<file path="src/rtl/sensor_delta_monitor.sv">
// sensor_delta_monitor
//   Multi-channel sample change detector. Tagged samples arrive on a
//   time-multiplexed input. Each channel keeps a stored baseline. A sample
//   whose absolute difference from its channel baseline exceeds THRESH
//   replaces the baseline and pushes a {channel, value, delta} event into a
//   first-word-fall-through event FIFO that is drained with valid/ready.
//
//   Optional build macro DELTA_DEBOUNCE_EN: a hit is only acted on when it
//   follows a previous hit on the same channel (one-sample confirmation).
//
// Ports
//   clk        : rising-edge clock
//   reset      : asynchronous, active-high reset
//   smp_valid  : sample present this cycle (always accepted)
//   smp_ch     : sample channel, values >= NCH are ignored
//   smp_data   : sample value
//   evt_valid  : FIFO head holds an event
//   evt_ready  : consumer pops the head when evt_valid && evt_ready
//   evt_ch     : channel of head event
//   evt_data   : new baseline value of head event
//   evt_delta  : absolute difference old vs new of head event
//   evt_any    : sticky per-channel "changed" bitmap
//   ovf        : sticky, an event was dropped on a full FIFO
//   clr        : synchronous clear of evt_any and ovf (a same-edge set wins)
module sensor_delta_monitor #(
  parameter  int DW     = 8,
  parameter  int NCH    = 4,
  parameter  int THRESH = 2,
  parameter  int FDEPTH = 4,
  localparam int CHW    = $clog2(NCH)
) (
  input  logic           clk,
  input  logic           reset,
  input  logic           smp_valid,
  input  logic [CHW-1:0] smp_ch,
  input  logic [DW-1:0]  smp_data,
  output logic           evt_valid,
  input  logic           evt_ready,
  output logic [CHW-1:0] evt_ch,
  output logic [DW-1:0]  evt_data,
  output logic [DW-1:0]  evt_delta,
  output logic [NCH-1:0] evt_any,
  output logic           ovf,
  input  logic           clr
);

  localparam int PW   = $clog2(FDEPTH);
  localparam int CNTW = PW + 1;

  localparam logic [CHW:0]    NCH_L    = (CHW + 1)'(NCH);
  localparam logic [DW-1:0]   THRESH_L = DW'(THRESH);
  localparam logic [CNTW-1:0] FULL_L   = CNTW'(FDEPTH);

  // Stage 1 registers
  logic           s1_v_q, s1_v_d;
  logic [CHW-1:0] s1_ch_q, s1_ch_d;
  logic [DW-1:0]  s1_data_q, s1_data_d;

  // Per-channel baselines
  logic [DW-1:0]  base_q [NCH];
  logic [DW-1:0]  base_d [NCH];

  // Stage 2 combinational
  logic [DW-1:0]  base_rd;
  logic [DW-1:0]  delta;
  logic           hit;
  logic           fire;

  // Event FIFO storage and control
  logic [CHW-1:0] fifo_ch_q    [FDEPTH];
  logic [CHW-1:0] fifo_ch_d    [FDEPTH];
  logic [DW-1:0]  fifo_data_q  [FDEPTH];
  logic [DW-1:0]  fifo_data_d  [FDEPTH];
  logic [DW-1:0]  fifo_delta_q [FDEPTH];
  logic [DW-1:0]  fifo_delta_d [FDEPTH];
  logic [PW-1:0]  wr_ptr_q, wr_ptr_d;
  logic [PW-1:0]  rd_ptr_q, rd_ptr_d;
  logic [CNTW-1:0] cnt_q, cnt_d;
  logic [CNTW-1:0] keep_cnt;
  logic           pop;
  logic           full;
  logic           push;
  logic           drop;

  // Registered head copy
  logic [CHW-1:0] evt_ch_q, evt_ch_d;
  logic [DW-1:0]  evt_data_q, evt_data_d;
  logic [DW-1:0]  evt_delta_q, evt_delta_d;

  // Sticky status
  logic [NCH-1:0] evt_any_q, evt_any_d;
  logic           ovf_q, ovf_d;

  // ---------------------------------------------------------------- stage 1
  always_comb begin
    s1_v_d    = smp_valid && ({1'b0, smp_ch} < NCH_L);
    s1_ch_d   = s1_ch_q;
    s1_data_d = s1_data_q;
    if (s1_v_d) begin
      s1_ch_d   = smp_ch;
      s1_data_d = smp_data;
    end
  end

  // ---------------------------------------------------------------- stage 2
  // Baseline writes land on the edge after the read, so a back-to-back
  // sample on the same channel naturally sees the updated baseline.
  always_comb begin
    base_rd = base_q[s1_ch_q];
    if (s1_data_q >= base_rd) begin
      delta = s1_data_q - base_rd;
    end else begin
      delta = base_rd - s1_data_q;
    end
    hit = s1_v_q && (delta > THRESH_L);
  end

`ifdef DELTA_DEBOUNCE_EN
  logic [NCH-1:0] pend_q, pend_d;

  // A first hit arms the channel, a second consecutive hit fires and
  // disarms it; any non-hit sample on the channel disarms it.
  always_comb begin
    pend_d = pend_q;
    if (s1_v_q) begin
      pend_d[s1_ch_q] = hit && !pend_q[s1_ch_q];
    end
    fire = hit && pend_q[s1_ch_q];
  end

  always_ff @(posedge clk or posedge reset) begin
    if (reset) begin
      pend_q <= '0;
    end else begin
      pend_q <= pend_d;
    end
  end
`else
  always_comb begin
    fire = hit;
  end
`endif

  // ---------------------------------------------------------- baseline/status
  always_comb begin
    base_d    = base_q;
    evt_any_d = clr ? '0 : evt_any_q;
    ovf_d     = ovf_q && !clr;
    if (fire) begin
      base_d[s1_ch_q]    = s1_data_q;
      evt_any_d[s1_ch_q] = 1'b1;
    end
    if (drop) begin
      ovf_d = 1'b1;
    end
  end

  // -------------------------------------------------------------------- FIFO
  always_comb begin
    pop      = (cnt_q != '0) && evt_ready;
    full     = (cnt_q == FULL_L);
    push     = fire && (!full || pop);
    drop     = fire && full && !pop;
    wr_ptr_d = push ? wr_ptr_q + 1'b1 : wr_ptr_q;
    rd_ptr_d = pop ? rd_ptr_q + 1'b1 : rd_ptr_q;
    cnt_d    = cnt_q + CNTW'(push) - CNTW'(pop);
    keep_cnt = cnt_q - CNTW'(pop);

    fifo_ch_d    = fifo_ch_q;
    fifo_data_d  = fifo_data_q;
    fifo_delta_d = fifo_delta_q;
    if (push) begin
      fifo_ch_d[wr_ptr_q]    = s1_ch_q;
      fifo_data_d[wr_ptr_q]  = s1_data_q;
      fifo_delta_d[wr_ptr_q] = delta;
    end
  end

  // The head is mirrored in registers so that evt_* keep the last popped
  // event while the FIFO is empty. Next head: an older surviving entry if
  // any remain, else the entry being pushed, else hold.
  always_comb begin
    evt_ch_d    = evt_ch_q;
    evt_data_d  = evt_data_q;
    evt_delta_d = evt_delta_q;
    if (keep_cnt != '0) begin
      evt_ch_d    = fifo_ch_q[rd_ptr_d];
      evt_data_d  = fifo_data_q[rd_ptr_d];
      evt_delta_d = fifo_delta_q[rd_ptr_d];
    end else if (push) begin
      evt_ch_d    = s1_ch_q;
      evt_data_d  = s1_data_q;
      evt_delta_d = delta;
    end
  end

  // --------------------------------------------------------------- registers
  always_ff @(posedge clk or posedge reset) begin
    if (reset) begin
      s1_v_q       <= 1'b0;
      s1_ch_q      <= '0;
      s1_data_q    <= '0;
      base_q       <= '{default: '0};
      fifo_ch_q    <= '{default: '0};
      fifo_data_q  <= '{default: '0};
      fifo_delta_q <= '{default: '0};
      wr_ptr_q     <= '0;
      rd_ptr_q     <= '0;
      cnt_q        <= '0;
      evt_ch_q     <= '0;
      evt_data_q   <= '0;
      evt_delta_q  <= '0;
      evt_any_q    <= '0;
      ovf_q        <= 1'b0;
    end else begin
      s1_v_q       <= s1_v_d;
      s1_ch_q      <= s1_ch_d;
      s1_data_q    <= s1_data_d;
      base_q       <= base_d;
      fifo_ch_q    <= fifo_ch_d;
      fifo_data_q  <= fifo_data_d;
      fifo_delta_q <= fifo_delta_d;
      wr_ptr_q     <= wr_ptr_d;
      rd_ptr_q     <= rd_ptr_d;
      cnt_q        <= cnt_d;
      evt_ch_q     <= evt_ch_d;
      evt_data_q   <= evt_data_d;
      evt_delta_q  <= evt_delta_d;
      evt_any_q    <= evt_any_d;
      ovf_q        <= ovf_d;
    end
  end

  // ----------------------------------------------------------------- outputs
  always_comb begin
    evt_valid = (cnt_q != '0);
    evt_ch    = evt_ch_q;
    evt_data  = evt_data_q;
    evt_delta = evt_delta_q;
    evt_any   = evt_any_q;
    ovf       = ovf_q;
  end

endmodule

</file>
<file path="config.mk">
export PLATFORM = sky130hd
export DESIGN_NAME = sensor_delta_monitor
export DESIGN_NICKNAME = d
export VERILOG_FILES = /design/src/rtl/sensor_delta_monitor.sv
export SDC_FILE = /design/constraint.sdc
export NUM_CORES = 1
export LEC_CHECK = 0
export CORE_MARGIN = 1.5
export CORE_UTILIZATION = 60
export CTS_BUF_LIST = sky130_fd_sc_hd__clkbuf_4 sky130_fd_sc_hd__clkbuf_8 sky130_fd_sc_hd__clkbuf_16
export CTS_CLUSTER_DIAMETER = 120
export DETAILED_ROUTE_END_ITERATION = 8
export PLACE_DENSITY = 0.88
export SETUP_SLACK_MARGIN = 0.5
export SYNTH_ARGS = -nofsm -noshare
export SYNTH_HDL_FRONTEND = slang
export SYNTH_SLANG_ARGS = --single-unit
export TNS_END_PERCENT = 30
</file>
<file path="constraint.sdc">
create_clock -name clk -period 5.85 [get_ports clk]
set_input_delay 1.17 -clock clk [delete_from_list [all_inputs] [get_ports clk]]
set_output_delay 1.17 -clock clk [all_outputs]
set_load 0.02 [all_outputs]
</file>
Word-level counts from Yosys, hierarchy flattened. Cells that the tools add are included.

Bits in registers: 145. Output and inout port bits: 24. Word-level logic and storage cells: 99. Input bits: 15.

$add $sub $neg: 7. Bitwise gates (word level): 4. Multiplexer cells: 35. $lt $le $gt $ge: 9. Equality and inequality tests: 1. Reduce and logical (&&, ||, !) cells: 16.

Operators with widths (number): two-way mux 8 bit (13); bitwise mux 32 bit (3); binary-select mux 8 bit (select 2 bit) (3); demux 8 bit (select 2 bit) (2); subtractor 8 bit (2); two-way mux 2 bit (6); greater-or-equal comparator 3 bit, second input constant (3); logical AND 1 bit (9); inverter 2 -> 3 bit (3); bitwise mux 8 bit (1); greater-or-equal comparator 8 bit (1); > comparator 8 x 2 -> 1 bit, second input constant (1); two-way mux 4 bit (2); < comparator 3 x 1 -> 1 bit, second input constant (2); nonzero test 3 bit (2); subtractor 3 x 1 -> 3 bit (2); adder 2 x 1 -> 2 bit, second input constant (2); binary-select mux 2 bit (select 2 bit) (1); demux 2 bit (select 2 bit) (1); bitwise OR 4 bit (1); adder 3 x 1 -> 3 bit (1); equality test 3 bit, second input constant (1); zero test 1 bit (3); < comparator 2 x 3 -> 1 bit, second input constant (1); 5 further kinds (6).

Longest topological paths before layout.
Word-level depth: 11. Gate-level depth with buffers: 21. Gate-level depth less buffers: 19.

Least setup slack after synthesis. No wires, ideal clock.

Path kind: register to register. From: register s1_ch_q[0]. To: register cnt_q[2]. Path slack: 1.164 ns. Cell stages (with the launch flop): 21. Clock period less this slack: 4.686 ns. Setup time: 0.124 ns. Required time: 5.726 ns. Arrival: 4.562 ns. Cells stage by stage: dfrtp_1 clkbuf_1 mux4_2 ha_1 fa_1 nor2b_4 o22ai_2 a21o_4 nand2_8 mux2i_2 a21oi_1 nand3_2 buf_6 nand2_1 ha_1 inv_1 ha_1 inv_1 fa_1 xnor2_1 xnor2_1.

Cells in the longest elaborated chain, start to end: 11. Elaborated cells between the ends (all ways): 13. Classes of those cells: add/sub: 4; order compare: 2; mux: 4; bitwise: 1; reduce/logical: 2.

RTL lines: from (decl) (line 56) `logic [CHW-1:0] s1_ch_q, s1_ch_d;`; from (signal assigned) (line 217) `s1_ch_q <= s1_ch_d;`; inverter 2 -> 3 bit (not written as such) (*) (line 109) `base_rd = base_q[s1_ch_q];`; binary-select mux 8 bit (select 2 bit) (*) (line 109); two-way mux 8 bit (not written as such) (*) (2 in a row) (line 109); subtractor 8 bit, or another cell as far along (line 113) `delta = base_rd - s1_data_q;`; two-way mux 8 bit (*) (line 110) `if (s1_data_q >= base_rd) begin`; > comparator 8 x 2 -> 1 bit (*) (line 115) `hit = s1_v_q && (delta > THRESH_L);`; logical AND 1 bit (*) (line 115); logical AND 1 bit (*) (line 162) `push = fire && (!full || pop);`; adder 3 x 1 -> 3 bit (*) (line 166) `cnt_d = cnt_q + CNTW'(push) - CNTW'(pop);`; subtractor 3 x 1 -> 3 bit (*) (line 166); net cnt_d[2] (line 78) `logic [CNTW-1:0] cnt_q, cnt_d;`; to (signal assigned) (line 225) `cnt_q <= cnt_d;`; to (decl) (line 78).

The timed path passes the listed nets; every way through them passes the cells marked *. The select of a mux whose other input is x is not followed. A chain may end at the register's enable or synchronous reset.

Worst setup path after layout. Same ends and word-level chain as after synthesis.

==> implementation parameters <==
Parameter                              Value

Status
  Result of the run    finished clean

STA
  Transition time at the pin with the least slew margin    0.831 ns
  Min setup slack post-route    0.911 ns
  Final number of setup-violating endpoints    0
  Max-slew headroom    44.6%
  Hold violation total from the final report    0
  Minimum clock period after layout    4.94 ns
  Setup repair after global routing missed its margin    false
  Final Max Tran Viols    0
  Hold Worst Slack    0.495 ns
  Setup TNS Final    0 ns
  Max Clk Rate    202 MHz
  Setup clock skew after layout    0.0107 ns
  Final worst path period share    84.4%

Critical path
  Largest stage delay on the critical path    0.57 ns
  Combined buffer and inverter count along the critical path    3
  Ordered list of cells on the worst path    buf_4 -> mux4_2 -> ha_1 -> fa_1 -> nor2b_4 -> o22ai_2 -> a21o_4 -> nand2_8 -> mux2i_4 -> xnor2_4 -> nand3_2 -> nand2_1 -> ha_1 -> inv_1 -> ha_1 -> inv_1 -> fa_1 -> xnor2_1 -> xnor2_1
  Worst reg2reg startpoint    s1_ch_q[0]
  Crit-path slowest cell    sky130_fd_sc_hd__mux4_2
  Cell type group with the largest total delay on the critical path    adder cells
  Endpoint required time on the critical path    6.16 ns
  Reg-to-reg setup timing slack    0.91 ns
  Type of origin of the critical path    flop
  Category of the critical setup timing path    reg -> reg
  Critical path arrival    5.25 ns
  Max FO, Critical Path    18
  Critical path capture point type    flop
  Launch point of the critical path    s1_ch_q[0]
  Most common cell on crit path    sky130_fd_sc_hd__ha_1
  R2r worst-path depth    19
  Destination of the worst register-to-register timing path    cnt_q[2]

Drt
  Total via count in the routed design    5121
  Aggregate routed wire length    18200 microns
  Routed wirelength normalized by instance count    22.8 microns
  DRT Pass-1 Iters    6
  Final ANT Viol Nets    0
  Drt drc    0
  First-iteration detailed-routing DRC count    533
  Post-DR vias/cell    6.39

Synth
  Number of synthesized flops with an enable pin    0
  Top cell type by total area after synthesis    sky130_fd_sc_hd__dfrtp_1
  Nets in the synthesized netlist    632
  Fraction of the yosys area taken by sequential cells    46.2%
  Netlist cell types    72
  Syn Inst Count    592
  Flip-flop cell with the highest count after synthesis    sky130_fd_sc_hd__dfrtp_1
  Share of synthesized registers carrying an async set or reset    100%
  Post-synthesis sequential element count    145
  Area of the mapped netlist    7850 sq um
  Top cells by area in the synthesized netlist    sky130_fd_sc_hd__dfrtp_1 (46%), sky130_fd_sc_hd__mux2_2 (9.2%), sky130_fd_sc_hd__mux2_4 (7.7%), sky130_fd_sc_hd__mux4_1 (4.4%), sky130_fd_sc_hd__mux4_2 (3.7%)
  Synth top area share    46.2%
  Avg Inst Size Synth    13.3 sq um
  Number of synthesis warnings    0

Die
  Initial Util    61.9%
  Core region area    12700 sq um
  Vert. Die Dim    117 microns
  Number of top-level pins    39
  Die Wd    117 microns
  # rows    41
  Area enclosed by the die boundary    13800 sq um

Placement
  Dpl hpwl    11800 microns
  Inst Count DP    769
  Last weighted congestion value of the routability-driven placer    0.882
  Placement Setup Slack    0.956 ns
  Placed cell area    8270 sq um
  Count of buffers from port buffering    38

Global route
  Wire length of the first global-routing pass    30000 microns
  Gr ovfl total    0
  Overall fraction of global-route tracks in use    28.3%
  Number of antenna violations at the first check in global routing    0
  Maximum number of pins on one net before global-route repair    89
  Number of global-route vias before repair    5440

Hold path
  Min-Delay Endpoint    fifo_data_q[12]
  Worst hold path type    reg -> reg
  Min-Delay Startpoint    fifo_data_q[12]
  Worst Hold Depth    1

Finish
  Fin cells    801
  Most common cell after layout, fill and taps aside    sky130_fd_sc_hd__dfrtp_1
  Final layout net count    656
  Diodes inserted    0
  Post-synthesis to final-layout area growth    12.9%
  Total area of sequential cells    3630 sq um
  Utilization after layout    69.9%
  Share of final-layout standard cells stronger than drive strength 1    30.5%
  Final Instance Area    8860 sq um
  Filler cell count    818
  Area taken by multi-input logic gates    3870 sq um
  Commonest non-fill, non-tap cells in the layout    sky130_fd_sc_hd__dfrtp_1 (145), sky130_fd_sc_hd__mux2_2 (64), sky130_fd_sc_hd__mux2_4 (40)

Power
  Total chip power    5.57 mW
  Maximum vdd drop    0.325 mV
  Leakage power total    3.99 nW
  Power per unit of standard cell area    629 nW/um^2

CTS
  Number of buffers inserted to repair setup after CTS    0
  Sink Count    145
  Reg clk slew, reported paths    0.07 ns
  Hold-fix buffers at CTS    0
  Maximum buffer depth of the clock tree    2
  Clock network latency to the later pin of the worst-skew pair    0.43 ns
  CTS Buf Count    17
  Root Buffer    sky130_fd_sc_hd__clkbuf_16
  Post-cts repair resize count    0
  Clock tree from TritonCTS    built
  Depth of the CTS H-tree    4

Flow run
  Max-capacitance violation count    0
[worst max path at each step]
| stage | cells after the start | end | slack, ns |
|---|---|---|---|
| final | 19 | cnt_q[2] | 0.91 |
| after global placement | 19 | cnt_q[2] | 1.09 |
| after detailed placement | 19 | cnt_q[2] | 0.96 |
| after global routing | 19 | cnt_q[2] | 0.51 |
| after CTS | 19 | cnt_q[2] | 0.89 |
| after floorplan | 1 | base_q[0] | 0.79 |
[per-layer routing]
| metal | up-vias | track usage, % | wire length [microns] |
|---|---|---|---|
| met5 | - | 0 | 0 |
| met4 | 0 | 10.5 | 596 |
| met3 | 60 | 7.64 | 1170 |
| met2 | 224 | 46.3 | 9050 |
| met1 | 2613 | 36.3 | 7410 |
| li1 | 2224 | - | - |
[kinds of logic after synthesis]
kind of cell    synth area share, %
fa+ha+maj                      4.27
xor+xnor                       1.66
simple gates                   8.58
compound gates                 9.01
mux                            25.8
flops                          46.2
buf+inv                        4.48
[synth_stat cells, types with 2 or more instances]
| master | number |
|---|---|
| sky130_fd_sc_hd__or2_2 | 2 |
| sky130_fd_sc_hd__mux2i_1 | 3 |
| sky130_fd_sc_hd__o22ai_1 | 3 |
| sky130_fd_sc_hd__a21oi_1 | 13 |
| sky130_fd_sc_hd__o21ai_0 | 16 |
| sky130_fd_sc_hd__and2_1 | 2 |
| sky130_fd_sc_hd__nor3_1 | 12 |
| sky130_fd_sc_hd__fa_1 | 3 |
| sky130_fd_sc_hd__nand3_4 | 4 |
| sky130_fd_sc_hd__nand2_1 | 38 |
| sky130_fd_sc_hd__dfrtp_1 | 145 |
| sky130_fd_sc_hd__buf_2 | 7 |
| sky130_fd_sc_hd__o31ai_1 | 16 |
| sky130_fd_sc_hd__inv_1 | 33 |
| sky130_fd_sc_hd__mux4_2 | 13 |
| sky130_fd_sc_hd__nor2_1 | 15 |
| sky130_fd_sc_hd__nor2b_1 | 3 |
| sky130_fd_sc_hd__mux2_4 | 40 |
| sky130_fd_sc_hd__nand3_1 | 6 |
| sky130_fd_sc_hd__o2bb2ai_1 | 4 |
| sky130_fd_sc_hd__ha_1 | 22 |
| sky130_fd_sc_hd__nand4_1 | 4 |
| sky130_fd_sc_hd__xnor2_1 | 7 |
| sky130_fd_sc_hd__buf_6 | 9 |
| sky130_fd_sc_hd__o21a_1 | 4 |
| sky130_fd_sc_hd__a221o_1 | 2 |
| sky130_fd_sc_hd__nand3_2 | 2 |
| sky130_fd_sc_hd__nand3b_1 | 3 |
| sky130_fd_sc_hd__a21o_1 | 3 |
| sky130_fd_sc_hd__o221a_2 | 10 |
| sky130_fd_sc_hd__nor3b_1 | 6 |
| sky130_fd_sc_hd__clkbuf_1 | 22 |
| sky130_fd_sc_hd__mux4_1 | 13 |
| sky130_fd_sc_hd__mux2_2 | 64 |
| sky130_fd_sc_hd__nand4b_4 | 2 |
| sky130_fd_sc_hd__a211oi_1 | 5 |
[area by class of cell]
| cell class | count | share of cell area, % |
|---|---|---|
| clock inverters | 14 | 1.65 |
| clock buffers | 18 | 4.96 |
| multi-input cells | 374 | 43.7 |
| flip-flops and latches | 145 | 41.0 |
| repair buffers | 45 | 4.89 |
| well taps | 172 | 2.43 |
| inverters | 33 | 1.45 |
[where the power goes]
part	total (mW)	leakage (nW)	internal [mW]	switching, mW
Sequential	1.75	1.76	1.45	0.310
Combinational	2.74	1.94	1.42	1.32
Clock	1.08	0.291	0.610	0.467
[sequential cells by signal, indices dropped and copies added, names as in the netlist]
name	flops
cnt_q	3
s1_v_q	1
s1_data_q	8
s1_ch_q	2
fifo_ch_q	8
evt_ch	2
fifo_delta_q	32
fifo_data_q	32
wr_ptr_q	2
rd_ptr_q	2
evt_data	8
ovf	1
evt_any	4
base_q	32
evt_delta	8
(Power assumes the default switching activity.)
